===== src/rtl/sevenseg_pkg.sv =====
// Shared definitions for seven-segment display drivers: active-low segment
// encoding and the blank/anode-off levels.
package sevenseg_pkg;

  localparam logic [7:0] SEG_BLANK = 8'hFF;
  // Anode level that switches a digit off; replicate it across the digit count.
  localparam logic       ANODE_OFF = 1'b1;

  function automatic logic [7:0] seg_decode(input logic [3:0] nibble);
    logic [7:0] seg;
    case (nibble)
      4'h0:    seg = 8'hC0;
      4'h1:    seg = 8'hF9;
      4'h2:    seg = 8'hA4;
      4'h3:    seg = 8'hB0;
      4'h4:    seg = 8'h99;
      4'h5:    seg = 8'h92;
      4'h6:    seg = 8'h82;
      4'h7:    seg = 8'hF8;
      4'h8:    seg = 8'h80;
      4'h9:    seg = 8'h90;
      4'hA:    seg = 8'h88;
      4'hB:    seg = 8'h83;
      4'hC:    seg = 8'hC6;
      4'hD:    seg = 8'hA1;
      4'hE:    seg = 8'h86;
      4'hF:    seg = 8'h8E;
      default: seg = SEG_BLANK;
    endcase
    return seg;
  endfunction

endpackage


===== src/rtl/sevenseg_decode.sv =====
// Combinational hex nibble to active-low segment pattern, {dp,g,f,e,d,c,b,a}
// with the dp bit inactive.
module sevenseg_decode
  import sevenseg_pkg::*;
(
  input  logic [3:0] nibble,
  output logic [7:0] seg
);

  always_comb begin
    seg = seg_decode(nibble);
  end

endmodule


===== src/rtl/sevenseg_mux.sv =====
// Time-multiplexed common-anode seven-segment driver with shadow/display
// double buffering, leading-zero suppression and PWM brightness.
module sevenseg_mux
  import sevenseg_pkg::*;
#(
  parameter int DIGITS     = 4,
  parameter int DWELL_LOG2 = 17,
  parameter int PWM_BITS   = 4
) (
  input  logic                  clk,
  input  logic                  reset,
  input  logic [4*DIGITS-1:0]   digits,
  input  logic [DIGITS-1:0]     dp,
  input  logic [DIGITS-1:0]     blank,
  input  logic                  lz_en,
  input  logic                  load,
  input  logic [PWM_BITS-1:0]   brightness,
  output logic [DIGITS-1:0]     anodes,
  output logic [7:0]            segments_out,
  output logic                  frame_start,
  output logic                  pending
);

  localparam int                    IDX_W      = (DIGITS > 1) ? $clog2(DIGITS) : 1;
  localparam logic [DWELL_LOG2-1:0] DWELL_MAX  = {DWELL_LOG2{1'b1}};
  localparam logic [DWELL_LOG2-1:0] DWELL_ZERO = {DWELL_LOG2{1'b0}};
  localparam logic [IDX_W-1:0]      IDX_LAST   = IDX_W'(DIGITS - 1);
  localparam logic [DIGITS-1:0]     ANODES_OFF = {DIGITS{ANODE_OFF}};

  logic [DWELL_LOG2-1:0] dwell_cnt_q, dwell_cnt_d;
  logic [IDX_W-1:0]      idx_q, idx_d;
  logic [4*DIGITS-1:0]   sh_digits_q, sh_digits_d, dsp_digits_q, dsp_digits_d;
  logic [DIGITS-1:0]     sh_dp_q, sh_dp_d, dsp_dp_q, dsp_dp_d;
  logic [DIGITS-1:0]     sh_blank_q, sh_blank_d, dsp_blank_q, dsp_blank_d;
  logic [PWM_BITS-1:0]   bright_q, bright_d;
  logic                  pending_q, pending_d;
  logic                  frame_start_q, frame_start_d;
  logic [DIGITS-1:0]     anodes_q, anodes_d;
  logic [7:0]            seg_q, seg_d;

  logic                  dwell_max_s, boundary_s, lit_s;
  logic [DIGITS-1:0]     supp_s;
  logic [3:0]            cur_nib_s;
  logic [7:0]            dec_seg_s;
  logic [PWM_BITS-1:0]   phase_s;

  sevenseg_decode u_decode (
    .nibble (cur_nib_s),
    .seg    (dec_seg_s)
  );

  // Leading-zero suppression over the display register, scanning from the top digit.
  always_comb begin
    logic higher_dark_v;
    supp_s        = {DIGITS{1'b0}};
    higher_dark_v = 1'b1;
    for (int i = DIGITS - 1; i >= 0; i--) begin
      if (lz_en && (i != 0) && (dsp_digits_q[4*i +: 4] == 4'h0) && !dsp_dp_q[i] && higher_dark_v) begin
        supp_s[i] = 1'b1;
      end else begin
        supp_s[i] = 1'b0;
      end
      higher_dark_v = higher_dark_v & (supp_s[i] | dsp_blank_q[i]);
    end
  end

  always_comb begin
    cur_nib_s = 4'h0;
    for (int i = 0; i < DIGITS; i++) begin
      cur_nib_s = cur_nib_s | ((idx_q == IDX_W'(i)) ? dsp_digits_q[4*i +: 4] : 4'h0);
    end
  end

  // Next-state for counters, shadow/display handshake, brightness and outputs.
  always_comb begin
    dwell_max_s   = (dwell_cnt_q == DWELL_MAX);
    boundary_s    = dwell_max_s && (idx_q == IDX_LAST);
    dwell_cnt_d   = dwell_cnt_q + DWELL_LOG2'(1);
    frame_start_d = boundary_s;

    if (dwell_max_s) begin
      if (idx_q == IDX_LAST) begin
        idx_d = {IDX_W{1'b0}};
      end else begin
        idx_d = idx_q + IDX_W'(1);
      end
    end else begin
      idx_d = idx_q;
    end

    // The display takes the pre-load shadow even when a load lands on the boundary.
    if (boundary_s && pending_q) begin
      dsp_digits_d = sh_digits_q;
      dsp_dp_d     = sh_dp_q;
      dsp_blank_d  = sh_blank_q;
    end else begin
      dsp_digits_d = dsp_digits_q;
      dsp_dp_d     = dsp_dp_q;
      dsp_blank_d  = dsp_blank_q;
    end

    if (load) begin
      sh_digits_d = digits;
      sh_dp_d     = dp;
      sh_blank_d  = blank;
      pending_d   = 1'b1;
    end else begin
      sh_digits_d = sh_digits_q;
      sh_dp_d     = sh_dp_q;
      sh_blank_d  = sh_blank_q;
      pending_d   = (boundary_s && pending_q) ? 1'b0 : pending_q;
    end

    if (dwell_cnt_q == DWELL_ZERO) begin
      bright_d = brightness;
    end else begin
      bright_d = bright_q;
    end

    phase_s = dwell_cnt_q[DWELL_LOG2-1 -: PWM_BITS];
    lit_s   = !dsp_blank_q[idx_q] && !supp_s[idx_q] && (phase_s <= bright_q);

    if (lit_s) begin
      anodes_d = ~(DIGITS'(1) << idx_q);
      seg_d    = {~dsp_dp_q[idx_q], dec_seg_s[6:0]};
    end else begin
      anodes_d = ANODES_OFF;
      seg_d    = SEG_BLANK;
    end
  end

  // State and output registers.
  always_ff @(posedge clk or posedge reset) begin
    if (reset) begin
      dwell_cnt_q   <= DWELL_ZERO;
      idx_q         <= {IDX_W{1'b0}};
      sh_digits_q   <= {(4*DIGITS){1'b0}};
      sh_dp_q       <= {DIGITS{1'b0}};
      sh_blank_q    <= {DIGITS{1'b0}};
      dsp_digits_q  <= {(4*DIGITS){1'b0}};
      dsp_dp_q      <= {DIGITS{1'b0}};
      dsp_blank_q   <= {DIGITS{1'b0}};
      bright_q      <= {PWM_BITS{1'b0}};
      pending_q     <= 1'b0;
      frame_start_q <= 1'b0;
      anodes_q      <= ANODES_OFF;
      seg_q         <= SEG_BLANK;
    end else begin
      dwell_cnt_q   <= dwell_cnt_d;
      idx_q         <= idx_d;
      sh_digits_q   <= sh_digits_d;
      sh_dp_q       <= sh_dp_d;
      sh_blank_q    <= sh_blank_d;
      dsp_digits_q  <= dsp_digits_d;
      dsp_dp_q      <= dsp_dp_d;
      dsp_blank_q   <= dsp_blank_d;
      bright_q      <= bright_d;
      pending_q     <= pending_d;
      frame_start_q <= frame_start_d;
      anodes_q      <= anodes_d;
      seg_q         <= seg_d;
    end
  end

  assign anodes       = anodes_q;
  assign segments_out = seg_q;
  assign frame_start  = frame_start_q;
  assign pending      = pending_q;

endmodule


===== config.mk =====
export PLATFORM = sky130hd
export DESIGN_NAME = sevenseg_mux
export DESIGN_NICKNAME = d
export VERILOG_FILES = /design/src/rtl/sevenseg_pkg.sv /design/src/rtl/sevenseg_decode.sv /design/src/rtl/sevenseg_mux.sv
export SDC_FILE = /design/constraint.sdc
export NUM_CORES = 1
export LEC_CHECK = 0
export ABC_AREA = 1
export CAP_MARGIN = 25
export CORE_ASPECT_RATIO = 1.2
export CORE_MARGIN = 2
export CORE_UTILIZATION = 57
export DETAILED_ROUTE_END_ITERATION = 16
export DONT_BUFFER_PORTS = 1
export PLACE_DENSITY = 0.77
export SETUP_SLACK_MARGIN = 0.05
export SLEW_MARGIN = 20
export SYNTH_ARGS = -nofsm -noshare
export SYNTH_HDL_FRONTEND = slang
export SYNTH_SLANG_ARGS = --single-unit

===== constraint.sdc =====
create_clock -name clk -period 3.45 [get_ports clk]
set_input_delay 0.345 -clock clk [delete_from_list [all_inputs] [get_ports clk]]
set_output_delay 0.345 -clock clk [all_outputs]
set_load 0.01 [all_outputs]

==> summary.txt, run 1 <==
Place
  – Port bufs: 0
  – GP Congestion: 0.873
  – Post-detail-place hpwl: 4770 µm
  – Dpl cells: 521
  – Area post-placement: 0.00396 mm²

Yosys
  – Synthesized instance count: 445
  – Top cells by area, synth: dfrtp_1 (47%), nand2_1 (14%), dfstp_2 (8.1%), o21ai_0 (7.5%), ha_1 (5.5%)
  – Yosys reg bits: 85
  – Leading area contributor after synthesis: dfrtp_1
  – Cell with the most instances after synthesis: nand2_1
  – Post-synth net total: 494
  – Top-area cell type share of the netlist area: 47.0%
  – Netlist cell types: 27
  – EDFF count, synth: 0
  – Register area share after synthesis: 55.1%
  – Top FF cell, synth: dfrtp_1
  – Syn avg cell area: 8.74 µm²
  – Ys Warns: 0
  – Share of flip-flops with an asynchronous set or reset: 100%
  – Syn Std Cell Area: 0.00389 mm²
  – Top cells by count, synth: nand2_1 (143), dfrtp_1 (73), o21ai_0 (58)

Timing
  – Final period util: 72.1%
  – Worst slew margin: 48.8%
  – Worst-Margin Slew: 0.767 ns
  – RSZ-0062 raised after global routing: no
  – Endpoints failing setup: 0
  – Pins Over Slew Limit: 0
  – Setup TNS Final: 0 ns
  – Layout Skew: 0.00477 ns
  – Fmax: 0.402 GHz
  – Hold Vio Cnt, Final: 31
  – Worst hold slack: -0.0103 ns
  – Final Critical Period: 2.49 ns

Hold path
  – Worst Hold Class: input port to asynchronous set/reset pin

Setup path
  – Critical path, cell by cell: ha_1 -> nand3_1 -> nor2_1 -> nand3_1 -> nor2_1 -> and3_1 -> ha_1 -> nand2_1 -> nor2_2 -> inv_2 -> nand2_1 -> o21ai_0
  – Worst Setup Start Kind: register
  – FF-to-FF End: dsp_digits_q[5]
  – Critical Path RT: 3.66 ns
  – R2R setup slack: 0.96 ns
  – Slowest stage cell, crit path: dfrtp_1
  – Critical path fanouts, max: 46
  – Worst reg2reg path depth: 12
  – Crit-path max cell delay: 0.38 ns
  – CP endpoint kind: register
  – CP bufs+invs: 1
  – CP top delay family: simple AND/OR/NAND/NOR gates
  – R2R Path Start: dwell_cnt_q[1]
  – Crit path DAT: 2.69 ns
  – Critical setup path kind: register to register

Floorplan
  – Starting Density: 59.6%
  – Die W: 79.4 µm
  – Rows: 32
  – Total core area: 0.00653 mm²
  – Top-level port count: 46
  – Die ar.: 0.00750 mm²
  – Die H: 94.5 µm

Routing
  – Number of vias per cell: 5.11
  – First-pass DRT Iterations: 5
  – Total number of vias: 2739
  – WL per Instance: 12.2 µm
  – Routed WL: 6560 µm
  – DRC violations left: 0
  – Remaining antenna violation count: 0
  – DRT iter0 DRCs: 194

GRT
  – Initial antenna violation count: 0
  – Largest net degree at the start of global routing: 49
  – First-pass GRT wire length: 11900 µm
  – Vias in the first global route: 2703
  – All-layer global routing usage: 20.6%
  – Total gr overflow: 0

Power
  – Gate power share: 3.4%
  – Switching Fraction: 22.0%
  – P_sw: 0.386 mW
  – Leak Pwr: 2.08 nW
  – Power, Total: 1.76 mW
  – Flop pwr share: 59.0%
  – Clock share of power: 37.6%
  – Cell Pwr Density: 425 mW/mm²
  – VDD IR-drop max: 0.264 mV
  – Internal: 1.37 mW

Layout
  – Layout cells sized above 1: 9.31%
  – Non-Filler Instances: 536
  – Finished Cell Area: 0.00414 mm²
  – Nets: 496
  – Diodes inserted: 0
  – Final core occ: 63.4%
  – Syn-to-layout area delta: 6.40%

Clock tree
  – # clock sinks: 85
  – TritonCTS Buffers: 9
  – Hold_buf cts: 0
  – Root buffer cell: clkbuf_8
  – Skew-Pair Late Insertion Delay: 0.35 ns
  – Clk slew on worst S/H paths: 0.08 ns
  – CTS tree: done
  – Clock buffer depth: 2
  – PostCTS Resize Cnt: 0
  – Setup bufs post-CTS: 0
  – H-tree depth: 3

Status
  – Failing checks: hold timing
  – Outcome: finished with violations

Job
  – Max_cap viols: 0
## worst reg2reg max path: stages, from the launching register on
cell and delay, ns:
dfrtp_1 0.38, ha_1 0.20, nand3_1 0.12, nor2_1 0.19, nand3_1 0.15, nor2_1 0.18
and3_1 0.17, ha_1 0.21, nand2_1 0.11, nor2_2 0.14, inv_2 0.25, nand2_1 0.16
o21ai_0 0.10
## worst max-delay path by stage
stage	endpoint	startpoint	slack (ns)	cells past startpoint
2_1_floorplan	bright_q[0]	reset	0.93	1
3_5_place_dp	dsp_digits_q[5]	dwell_cnt_q[1]	0.97	12
4_1_cts	dsp_digits_q[5]	dwell_cnt_q[1]	0.93	12
6_report	dsp_digits_q[5]	dwell_cnt_q[1]	0.96	12
5_1_grt	dsp_digits_q[5]	dwell_cnt_q[1]	0.60	12
3_3_place_gp	dsp_dp_q[1]	dwell_cnt_q[0]	1.14	12
## cells by family (layout without fill, tap and decap cells)
group / count (synthesis) / in the layout / synth area share [%]
simple gates: 200 / 200 / 21.3
flops: 85 / 85 / 55.1
buf+inv: 65 / 71 / 6.50
compound gates: 64 / 64 / 8.43
fa+ha+maj: 17 / 17 / 5.47
xor+xnor: 13 / 13 / 2.93
mux: 1 / 1 / 0.290
## flip-flops by register name (all words and copies together) (netlist names), 4 cells and up
name          count
dsp_dp_q          4
anodes            4
segments_out      8
dwell_cnt_q      17
sh_digits_q      16
bright_q          4
dsp_digits_q     16
sh_dp_q           4
dsp_blank_q       4
sh_blank_q        4
## through the flow
stage	setup WS [ns]	hold slack [ns]
final	0.963	-0.0103
after global routing	0.598	0.0389
after CTS	0.931	0.00507
after detailed placement	0.975	0.389
after global placement	1.14	0.373
after floorplan	0.931	0.442
## cells in the final DEF, fill, tap and decap left out, types with 3 or more instances in the layout
| cell | count |
|---|---|
| xor2_1 | 11 |
| dfstp_2 | 12 |
| clkbuf_8 | 9 |
| inv_1 | 52 |
| clkinv_2 | 4 |
| nand3_1 | 19 |
| dfrtp_1 | 73 |
| nor2_2 | 7 |
| nand4_1 | 3 |
| o21ai_0 | 58 |
| nor3_1 | 3 |
| ha_1 | 17 |
| nor2_1 | 20 |
| nand2_1 | 143 |
## final cells by class
type                       instances  area [µm²]
clock buffer                      10         128
clock inverter                     5        52.6
fill                             546        2390
inverter                          55         208
multi-input combinational        295        1490
sequential                        85        2140
tap                               85         106
timing repair buffer               1        7.51
## power groups by stage
stage / Combinational, mW / Clock (mW) / Sequential (mW)
2_1_floorplan: 0.0539 / 0 / 1.05
3_3_place_gp: 0.0603 / 0 / 1.06
3_5_place_dp: 0.0627 / 0 / 1.06
4_1_cts: 0.0631 / 0.673 / 1.04
5_1_grt: 0.0748 / 0.720 / 1.04
6_report: 0.0601 / 0.660 / 1.04
## routing by layer
metal	part of all wire (%)	up-vias	track usage, %
li1	-	1398	-
met1	46	1283	26.5
met2	49	50	33.0
met3	3.6	8	4.49
met4	1.5	0	10.6
met5	0	-	0
(Power assumes the default switching activity.)
==> run 2, diff against run 1 <==
--- a/config.mk
+++ b/config.mk
@@ -12,7 +12,7 @@
 export CORE_UTILIZATION = 57
 export DETAILED_ROUTE_END_ITERATION = 16
 export DONT_BUFFER_PORTS = 1
-export PLACE_DENSITY = 0.77
+export PLACE_DENSITY = 0.8
 export SETUP_SLACK_MARGIN = 0.05
 export SLEW_MARGIN = 20
 export SYNTH_ARGS = -nofsm -noshare
==> constraint.sdc (replaced) <==
create_clock -name clk -period 2.1 [get_ports clk]
set_input_delay 0.21 -clock clk [delete_from_list [all_inputs] [get_ports clk]]
set_output_delay 0.21 -clock clk [all_outputs]
set_load 0.01 [all_outputs]
==> summary.txt, run 2 (synthesis results as in run 1) <==
Power
  – Cell Pwr Density: 644 mW/mm² (was 425 mW/mm²)
  – Internal: 2.38 mW (was 1.37 mW)
  – Leak Pwr: 2.37 nW (was 2.08 nW)
  – Gate power share: 5.3% (was 3.4%)
  – Clock share of power: 39.4% (was 37.6%)
  – Switching Fraction: 22.9% (was 22.0%)
  – Power, Total: 3.08 mW (was 1.76 mW)
  – P_sw: 0.704 mW (was 0.386 mW)
  – VDD IR-drop max: 0.551 mV (was 0.264 mV)
  – Flop pwr share: 55.3% (was 59.0%)

Timing
  – Worst hold slack: 0.00940 ns (was -0.0103 ns)
  – RSZ-0062 raised after global routing: yes (was no)
  – Pins Over Slew Limit: 0 (unchanged)
  – Final period util: 94.7% (was 72.1%)
  – Layout Skew: 0.0129 ns (was 0.00477 ns)
  – Worst-Margin Slew: 0.680 ns (was 0.767 ns)
  – Fmax: 0.503 GHz (was 0.402 GHz)
  – Hold Vio Cnt, Final: 0 (was 31)
  – Final Critical Period: 1.99 ns (was 2.49 ns)
  – Endpoints failing setup: 0 (unchanged)
  – Worst slew margin: 54.6% (was 48.8%)

GRT
  – Largest net degree at the start of global routing: 47 (was 49)
  – First-pass GRT wire length: 13600 µm (was 11900 µm)
  – Total gr overflow: 0 (unchanged)
  – All-layer global routing usage: 23.7% (was 20.6%)
  – GR Layer Usage met3: 4.68% (was 4.49%)
  – Initial antenna violation count: 0 (unchanged)
  – GR Util met2: 40.1% (was 33.0%)
  – Vias in the first global route: 3050 (was 2703)
  – Global routing's busiest layer: met2 (unchanged)
  – M1 GR Usage: 29.0% (was 26.5%)

Setup path
  – Slowest stage cell, crit path: dfrtp_1 (unchanged)
  – Critical path fanouts, max: 6 (was 46)
  – Crit-path max cell delay: 0.36 ns (was 0.38 ns)
  – Critical setup path kind: register to register (unchanged)
  – Critical path, cell by cell: ha_2 -> nand3_4 -> nor2_4 -> nand3_2 -> nor2_2 -> and3_1 -> ha_2 -> nand2_4 -> nor2_4 -> inv_4 -> clkbuf_16 -> nand2_1 -> o21ai_0 (was ha_1 -> nand3_1 -> nor2_1 -> nand3_1 -> nor2_1 -> and3_1 -> ha_1 -> nand2_1 -> nor2_2 -> inv_2 -> nand2_1 -> o21ai_0)
  – R2R Path Start: dwell_cnt_q[1] (unchanged)
  – Worst Setup Start Kind: register (unchanged)
  – Crit path DAT: 2.23 ns (was 2.69 ns)
  – CP endpoint kind: register (unchanged)
  – Critical Path RT: 2.34 ns (was 3.66 ns)
  – Worst setup path start: dwell_cnt_q[1] (unchanged)

Place
  – Post-detail-place hpwl: 5290 µm (was 4770 µm)
  – Dpl cells: 539 (was 521)
  – GP Congestion: 0.904 (was 0.873)
  – Port bufs: 0 (unchanged)

Layout
  – Register bank with the most flops: dwell_cnt_q (unchanged)
  – Top Registers: dwell_cnt_q x17, dsp_digits_q x16, sh_digits_q x16 (unchanged)
  – Most frequent cells in the layout: nand2_1 (142), dfrtp_1 (71), inv_1 (52) (was nand2_1 (143), dfrtp_1 (73), o21ai_0 (58))
  – Non-Filler Instances: 589 (was 536)
  – Nets: 548 (was 496)
  – Syn-to-layout area delta: 23.0% (was 6.40%)
  – Commonest non-fill, non-tap cell in the layout: nand2_1 (unchanged)
  – Diodes inserted: 0 (unchanged)
  – Layout cells sized above 1: 16.5% (was 9.31%)
  – Fillers: 414 (was 546)
  – Max FFs per register: 17 (unchanged)

Job
  – Max_cap viols: 0 (unchanged)

Routing
  – Number of vias per cell: 5.41 (was 5.11)
  – DRC violations left: 0 (unchanged)
  – WL per Instance: 14.7 µm (was 12.2 µm)
  – DRT iter0 DRCs: 244 (was 194)
  – Total number of vias: 3186 (was 2739)
  – Routed WL: 8660 µm (was 6560 µm)
  – First-pass DRT Iterations: 5 (unchanged)
  – Remaining antenna violation count: 0 (unchanged)

Floorplan
  – Total core area: 0.00653 mm² (unchanged)
  – Top-level port count: 46 (unchanged)
  – Starting Density: 59.6% (unchanged)
  – Rows: 32 (unchanged)
  – Die W: 79.4 µm (unchanged)
  – Die ar.: 0.00750 mm² (unchanged)
  – Die H: 94.5 µm (unchanged)

Clock tree
  – Clock buffer depth: 2 (unchanged)
  – # clock sinks: 85 (unchanged)
  – Root buffer cell: clkbuf_8 (unchanged)
  – H-tree depth: 3 (unchanged)
  – Skew-Pair Late Insertion Delay: 0.36 ns (was 0.35 ns)
  – Clk slew on worst S/H paths: 0.08 ns (about the same)
  – TritonCTS Buffers: 9 (unchanged)
  – CTS tree: done (unchanged)

Hold path
  – Worst Hold Class: input port to register (was input port to asynchronous set/reset pin)
  – Hold path start: load

Status
  – Outcome: finished, final reports clean (was finished with violations)
run 2: changes by cell type in the layout (fill, tap and decap cells not counted), sizes merged:
cell	before	now
clkinv	4	3
dlygate4sd3	0	26
buf	1	25
clkbuf	10	14
run 2: repair_timing:
item | CTS | global route
hold buffers | 27 | 0
gates cloned | 0 | 4
pin swaps | 1 | 4
gates resized for setup | 2 | 27
endpoints found under the hold margin | 54 | 0
endpoints found under the setup margin | 8 | 28
setup buffers | 0 | 3
run 2: final timing paths:
path	endpoint	cells after the start	slack, ns
min	sh_dp_q[1]	2	0.009
max in group asynchronous	segments_out[1]	3	1.00
min reg2reg	bright_q[2]	2	0.48
min in group asynchronous	sh_digits_q[4]	2	0.43
max reg2reg	dsp_blank_q[1]	13	0.11
max	dsp_blank_q[1]	13	0.11
run 2: critical path, delay by kind of cell (launching register included):
family,cells,cell delay (ns)
AOI/OAI and AO/OA,1,0.07
adders and majority gates,2,0.41
buffers and inverters,2,0.24
DFF,1,0.36
and+or+nand+nor,8,0.79
run 2: power by group through the flow:
| stage | clock [mW] | sequential [mW] | combinational (mW) |
|---|---|---|---|
| 6_report | 1.21 | 1.70 | 0.164 |
| 3_3_place_gp | 0 | 1.73 | 0.105 |
| 2_1_floorplan | 0 | 1.73 | 0.0890 |
| 3_5_place_dp | 0 | 1.74 | 0.109 |
| 4_1_cts | 1.22 | 1.70 | 0.164 |
| 5_1_grt | 1.29 | 1.71 | 0.192 |
run 2: through the flow:
stage          setup WS (ns)  area (µm²)  utilization, %  TNS (ns)
5_1_grt              -0.0502        4780            73.3    -0.469
2_1_floorplan         0.0588        3930               -         0
3_3_place_gp           0.123        4150            63.5         0
3_5_place_dp          0.0260        4150            63.5         0
4_1_cts               0.0575        4640            71.1         0
6_report               0.110        4780            73.3         0
run 2: routing by layer:
layer	vias up	wire, µm	part of all wire, %
li1	1498	-	-
met1	1529	3450	40
met2	127	4420	51
met3	32	443	5.1
met4	0	346	4.0
met5	-	0	0
run 2: cell type report:
type | count | area [µm²] | share of cell area [%]
Clock buffer | 12 | 155 | 3.24
Timing Repair Buffer | 53 | 543 | 11.4
Inverter | 55 | 215 | 4.50
Clock inverter | 4 | 56.3 | 1.18
Multi-Input combinational cell | 295 | 1560 | 32.7
Tap cell | 85 | 106 | 2.22
Sequential cell | 85 | 2140 | 44.8
